`src/rtl/imm_pack.sv`:
```
// imm_pack: scatters a signed immediate into the I/S/B/J fields of an
// instruction template. It is the inverse of the core's immediate extender.
// The datapath is a two-stage valid/ready pipeline. Stage A registers the
// request. Stage B registers the packed instruction and its range flag.
// A saturating counter tracks consumed results that were flagged.
module imm_pack #(
    parameter int CNT_W = 16
) (
    input  logic             clk_i,
    input  logic             rst_ni,
    input  logic             in_valid_i,
    output logic             in_ready_o,
    input  logic [1:0]       imm_src_i,
    input  logic [31:0]      imm_i,
    input  logic [31:0]      base_instr_i,
    output logic             out_valid_o,
    input  logic             out_ready_i,
    output logic [31:0]      instr_o,
    output logic             range_err_o,
    output logic [CNT_W-1:0] err_count_o
);

    typedef enum logic [1:0] {
        FMT_I = 2'b00,
        FMT_S = 2'b01,
        FMT_B = 2'b10,
        FMT_J = 2'b11
    } immFmt_e;

    // Stage A: the accepted request.
    logic        validA_q;
    immFmt_e     srcA_q;
    logic [31:0] immA_q;
    logic [31:0] baseA_q;

    // Stage B: the packed result.
    logic        validB_q;
    logic [31:0] instrB_q;
    logic        errB_q;

    // Saturating range-error counter.
    logic [CNT_W-1:0] errCount_q;
    logic [CNT_W-1:0] errCount_d;

    // Combinational pack and range check of the stage A contents.
    logic [31:0] packed_d;
    logic        rangeErr_d;

    logic advB;

    // Stage B can take a new value when it is empty or being drained this cycle.
    assign advB       = !validB_q || out_ready_i;
    assign in_ready_o = !validA_q || advB;

    assign out_valid_o = validB_q;
    assign instr_o     = instrB_q;
    assign range_err_o = errB_q;
    assign err_count_o = errCount_q;

    // Stage A register: capture a new request whenever the slot is free or moving on.
    always_ff @(posedge clk_i or negedge rst_ni) begin
        if (!rst_ni) begin
            validA_q <= 1'b0;
            srcA_q   <= FMT_I;
            immA_q   <= 32'd0;
            baseA_q  <= 32'd0;
        end else if (in_ready_o) begin
            validA_q <= in_valid_i;
            if (in_valid_i) begin
                srcA_q  <= immFmt_e'(imm_src_i);
                immA_q  <= imm_i;
                baseA_q <= base_instr_i;
            end
        end
    end

    // Scatter the immediate into the format's fields. Flag values the format
    // cannot represent, such as a truncated high part or an odd branch or jump offset.
    always_comb begin
        packed_d   = baseA_q;
        rangeErr_d = 1'b0;
        unique case (srcA_q)
            FMT_I: begin
                packed_d[31:20] = immA_q[11:0];
                rangeErr_d      = !((&immA_q[31:11]) || !(|immA_q[31:11]));
            end
            FMT_S: begin
                packed_d[31:25] = immA_q[11:5];
                packed_d[11:7]  = immA_q[4:0];
                rangeErr_d      = !((&immA_q[31:11]) || !(|immA_q[31:11]));
            end
            FMT_B: begin
                packed_d[31]    = immA_q[12];
                packed_d[30:25] = immA_q[10:5];
                packed_d[11:8]  = immA_q[4:1];
                packed_d[7]     = immA_q[11];
                rangeErr_d      = immA_q[0] || !((&immA_q[31:12]) || !(|immA_q[31:12]));
            end
            FMT_J: begin
                packed_d[31]    = immA_q[20];
                packed_d[30:21] = immA_q[10:1];
                packed_d[20]    = immA_q[11];
                packed_d[19:12] = immA_q[19:12];
                rangeErr_d      = immA_q[0] || !((&immA_q[31:20]) || !(|immA_q[31:20]));
            end
            default: begin
                packed_d   = baseA_q;
                rangeErr_d = 1'b0;
            end
        endcase
    end

    // Stage B register: load from stage A when allowed, otherwise hold the result steady.
    always_ff @(posedge clk_i or negedge rst_ni) begin
        if (!rst_ni) begin
            validB_q <= 1'b0;
            instrB_q <= 32'd0;
            errB_q   <= 1'b0;
        end else if (advB) begin
            validB_q <= validA_q;
            instrB_q <= packed_d;
            errB_q   <= validA_q && rangeErr_d;
        end
    end

    // Count flagged results only at the moment they are consumed. Stop at all-ones.
    always_comb begin
        errCount_d = errCount_q;
        if (validB_q && out_ready_i && errB_q && !(&errCount_q)) begin
            errCount_d = errCount_q + CNT_W'(1);
        end
    end

    // Error counter register.
    always_ff @(posedge clk_i or negedge rst_ni) begin
        if (!rst_ni) begin
            errCount_q <= '0;
        end else begin
            errCount_q <= errCount_d;
        end
    end

endmodule

```
`config.mk`:
```
export PLATFORM = sky130hd
export DESIGN_NAME = imm_pack
export DESIGN_NICKNAME = d
export VERILOG_FILES = /design/src/rtl/imm_pack.sv
export SDC_FILE = /design/constraint.sdc
export NUM_CORES = 1
export LEC_CHECK = 0
export CAP_MARGIN = 30
export CORE_ASPECT_RATIO = 1.25
export CORE_MARGIN = 2
export CORE_UTILIZATION = 50
export DETAILED_ROUTE_END_ITERATION = 8
export PLACE_DENSITY = 0.85
export SLEW_MARGIN = 30
export SYNTH_ARGS = -nofsm -noshare
export SYNTH_HDL_FRONTEND = slang
export SYNTH_SLANG_ARGS = --single-unit
```
`constraint.sdc`:
```
create_clock -name clk_i -period 2.53 [get_ports clk_i]
set_input_delay 0.506 -clock clk_i [delete_from_list [all_inputs] [get_ports clk_i]]
set_output_delay 0.506 -clock clk_i [all_outputs]
set_load 0.02 [all_outputs]
```
Word level (Yosys, flattened, before mapping)
Index checks and enable logic that the tools add are counted.
{"block": "totals", "reg_bits": 110, "input_bits": 70, "out_inout_bits": 51}
{"block": "classes", "addsub": 1, "n_eq_ne": 3, "muxes": 5, "reduce_logical": 30}
{"cell": "one-hot mux 7 bit (3 select lines)", "count": 1}
{"cell": "AND reduction 21 bit", "count": 1}
{"cell": "OR reduction 21 bit", "count": 1}
{"cell": "one-hot mux 5 bit (2 select lines)", "count": 2}
{"cell": "AND reduction 20 bit", "count": 1}
{"cell": "OR reduction 20 bit", "count": 1}
{"cell": "adder 16 x 1 -> 16 bit, second input constant", "count": 1}
{"cell": "AND reduction 16 bit", "count": 1}
{"cell": "AND reduction 12 bit", "count": 1}
{"cell": "OR reduction 12 bit", "count": 1}
{"cell": "logical NOT 1 bit", "count": 9}
{"cell": "two-way mux 8 bit", "count": 1}
{"cell": "logical OR 1 bit", "count": 7}
{"cell": "== test 2 bit, second input constant", "count": 2}
{"cell": "logical AND 1 bit", "count": 4}
{"cell": "one-hot mux 1 bit (3 select lines)", "count": 1}
{"cell": "== test 2 x 1 -> 1 bit, second input constant", "count": 1}
{"cell": "logical NOT 2 bit", "count": 1}
{"cell": "AND reduction 2 bit", "count": 1}
{"cell": "OR reduction 2 bit", "count": 1}

Logic depth before layout (Yosys ltp)
{"block": "logic_depth", "word_depth": 7, "mapped_depth": 7, "ltp_nobuf": 6}

Worst setup path after synthesis
Ideal clock, no wire load.
{"block": "synth_path", "path_type": "register -> register", "start": "register validB_q, in the netlist out_valid_o", "end": "register baseA_q[10]", "setup_time_ns": 0.125, "t_arrival_ns": 1.737, "required_ns": 2.405, "path_slack_ns": 0.669, "path_stages_with_launch": 8, "path_buffers": 3, "period_less_slack_ns": 1.861, "cell_sequence": "dfrtp_1 > nor2b_1 > buf_2 > nand2_1 > nand2_1 > buf_4 > buf_6 > mux2_2"}
{"block": "synth_between", "elab_chain_len": 4}
{"item": "start: declaration", "line": "37", "rtl": "logic validB_q;"}
{"item": "start signal: assignment", "line": "120", "rtl": "validB_q <= validA_q;"}
{"item": "logical NOT 1 bit", "line": "52", "rtl": "assign advB = !validB_q || out_ready_i;"}
{"item": "logical OR 1 bit", "line": "52"}
{"item": "logical OR 1 bit", "line": "53", "rtl": "assign in_ready_o = !validA_q || advB;"}
{"item": "named net in_ready_o", "line": "12", "rtl": "output logic in_ready_o,"}
{"item": "AND reduction 2 bit (no line)"}
{"item": "end signal: assignment", "line": "72", "rtl": "baseA_q <= base_instr_i;"}
{"item": "end: declaration", "line": "34", "rtl": "logic [31:0] baseA_q;"}
The timed path passes the listed nets, and every way through them passes these cells.
A chain may end at the register's enable or synchronous reset.

Worst setup path in the final report
{"block": "layout_path", "start": "input port out_ready_i", "end": "output port in_ready_o"}
{"block": "layout_between", "elab_chain_len": 2}
{"item": "start: declaration", "line": "17", "rtl": "input logic out_ready_i,"}
{"item": "logical OR 1 bit", "line": "52"}
{"item": "logical OR 1 bit", "line": "53"}
{"item": "end: declaration", "line": "12"}
Every way passes these cells.

==> flow_summary.yaml <==
synth:
  synth-simple-area-share_pct: 13.03
  syn_inst: 376
  syn-cell-area_mm2: 0.004619
  synth-compound-area-share_pct: 4.767
  synthAdderAreaFrac_pct: 1.354
  synth_cell_types: 40
  synthXorXnorAreaFrac_pct: 2.654
  synthArstFlopShare_pct: 100.0
  synth-seq-area-share_pct: 59.59
  synth.area.mux_share_pct: 16.66
  syn_nets: 451
  ys_ff_latch: 110
  yosysWarnings: 0
  synth_top_family_by_area: "multiplexers"
  synth_top_flop_cell: "dfrtp_1"
  avgSynthCellArea_um2: 12.29
  synth-edff-count: 0
route:
  drt-wirelength-per-cell_um: 15.85
  drt-initial-drc-count: 205
  drc: 0
  wirelength_um: 9812
  wl_met2_um: 5069
  vias: 3286
  postRouteAntennaNets: 0
  dr_wl_met3_um: 373
  wl_met1_um: 4034
  top_layer: "met4"
  routed_via_density: 5.309
  dr.pass1.iters: 4
clocking:
  htreeDepth: 3
  cts_hold_buffers: 0
  root_buffer: "clkbuf_16"
  cts_buffers: 9
  cts.clk_slew.worst_paths_ns: 0.06
  clk_path_buf_depth: 2
  cts_tree: "done"
  clock_latency_ns: 0.34
  cts.repair.resized: 0
  cts_setup_buffers: 0
  clock_sinks: 110
sta:
  setup_violations: 0
  setup_slack_ns: 0.1607
  min_period_over_period_pct: 93.65
  hold_viol_final: 0
  maxSlewViolCount: 0
  worst_slew_pin_slew_ns: 0.5073
  slew_headroom_pct: 66.18
  fin_crit_ns: 2.369
  skew_ns: 0.004260
  rsz0062_at_grt: "false"
  max_freq_mhz: 422.1
  fin_tns_setup_ns: 0
placement:
  dp_slack_ns: 0.1744
  port_buffers: 113
  place_congestion: 0.8077
  dp.final_hpwl_um: 7093
die:
  die-area_mm2: 0.01003
  die_h_um: 111.5
  io_pins: 121
  fp.dieW_um: 89.97
  initial_core_util_pct: 50.90
  core_area_mm2: 0.009076
  row_count: 39
critical_path:
  reg2reg_depth: 5
  reg2reg_to: "range_err_o"
  cp-start-kind: "input port"
  crit_chain: "clkdlybuf4s50_1 -> nor2b_4 -> nand2_1 -> clkdlybuf4s50_1"
  end_kind: "output port"
  cp.required_ns: 2.02
  critPathArrivalTime_ns: 1.86
  max_stage_delay_ns: 0.63
  r2r_setup_slack_ns: 0.79
  slowest_stage: "clkdlybuf4s50_1"
  timing.rr.start: "immA_q[17]"
  worst-path-max-fanout: 3
  cp_common_cell: "clkdlybuf4s50_1"
  critical_path_class: "in -> out"
final_layout:
  multi_input_area_mm2: 0.001787
  final_common_cell: "clkdlybuf4s50_1"
  seq_area_mm2: 0.002753
  drive_above_1_share_pct: 18.75
  nNetsFinal: 566
  area_growth_syn_to_layout_pct: 33.75
  utilization_pct: 68.07
  diodes: 0
  num-fill-cells: 700
  final_cell_mix: "clkdlybuf4s50_1, dfrtp_1, nand2_1"
power:
  irDropWorstVdd_v: 0.0003701
  p_leak_nw: 2.652
  power_density_mw_per_mm2: 773.4
  p_total_mw: 4.778
outcome:
  outcome: "finished, final reports clean"
grt:
  antenna_found_initial: 0
  grt_max_degree: 50
  grt_pass1_vias: 3396
  grt_overflow: 0
  grt_first_pass_wirelength_um: 16250
  grt_usage_pct: 20.31
hold_path:
  hp-class: "in -> async"
job:
  drv_cap: 0
## cell usage after synthesis (6+ instances only)
cell | count | share of area (%)
o21ai_0 | 13 | 1.4
a221oi_1 | 8 | 1.5
nand2_1 | 61 | 5.0
xnor2_1 | 10 | 1.9
mux2_2 | 59 | 14
nand4_1 | 9 | 1.2
nor2_1 | 25 | 2.0
clkbuf_1 | 8 | 0.65
mux2i_1 | 9 | 2.0
nand3_1 | 7 | 0.76
dfrtp_1 | 110 | 60
buf_2 | 6 | 0.65
## layout make-up
cell class              count  area share [%]
flip-flops and latches    110           44.55
clock inverters             5          0.4050
inverters                   3          0.1823
repair buffers            120           19.52
multi-input cells         247           28.92
clock buffers              11           3.929
well taps                 123           2.491
## flip-flops by register name (all words and copies together), names as in the netlist
| signal | count |
|---|---|
| baseA_q | 25 |
| err_count_o | 16 |
| immA_q | 32 |
| instr_o | 32 |
| out_valid_o | 1 |
| range_err_o | 1 |
| srcA_q | 2 |
| validA_q | 1 |
## stage by stage
step	std cells	cell area, um2	hold WS [ns]
after floorplan	376	4619	0.2104
after global placement	603	5911	0.4464
after detailed placement	603	5911	0.4541
after CTS	619	6178	0.1467
after global routing	619	6178	0.1724
final	619	6178	0.1342
## worst max path at each step
stage                  endpoint  slack (ns)         from
floorplan           baseA_q[10]        0.67  out_valid_o
global placement     in_ready_o        0.15  out_ready_i
detailed placement   in_ready_o        0.17  out_ready_i
CTS                  in_ready_o        0.16  out_ready_i
global route         in_ready_o        0.11  out_ready_i
finish               in_ready_o        0.16  out_ready_i
## logic make-up after synthesis
family	count (synthesis)
xor+xnor	14
mux	69
buf+inv	19
flops	110
fa+ha+maj	5
simple gates	127
compound gates	32
## routing by layer
metal	vias to the layer above	track usage, %
li1	1546	-
met1	1624	25.26
met2	96	34.65
met3	20	3.045
met4	0	10.56
met5	-	0
## where the power goes
part	internal (mW)	total [mW]	leakage, nW	switching [mW]
Combinational	0.641	1.23	1.19	0.585
Clock	0.686	1.28	0.139	0.589
Sequential	2.06	2.28	1.32	0.218
## worst max-delay path, delay by kind of cell
kind / cells / cell delay (ns)
buffers and inverters: 2 / 1.16
AND/OR/NAND/NOR: 2 / 0.20
(Power assumes the default switching activity.)
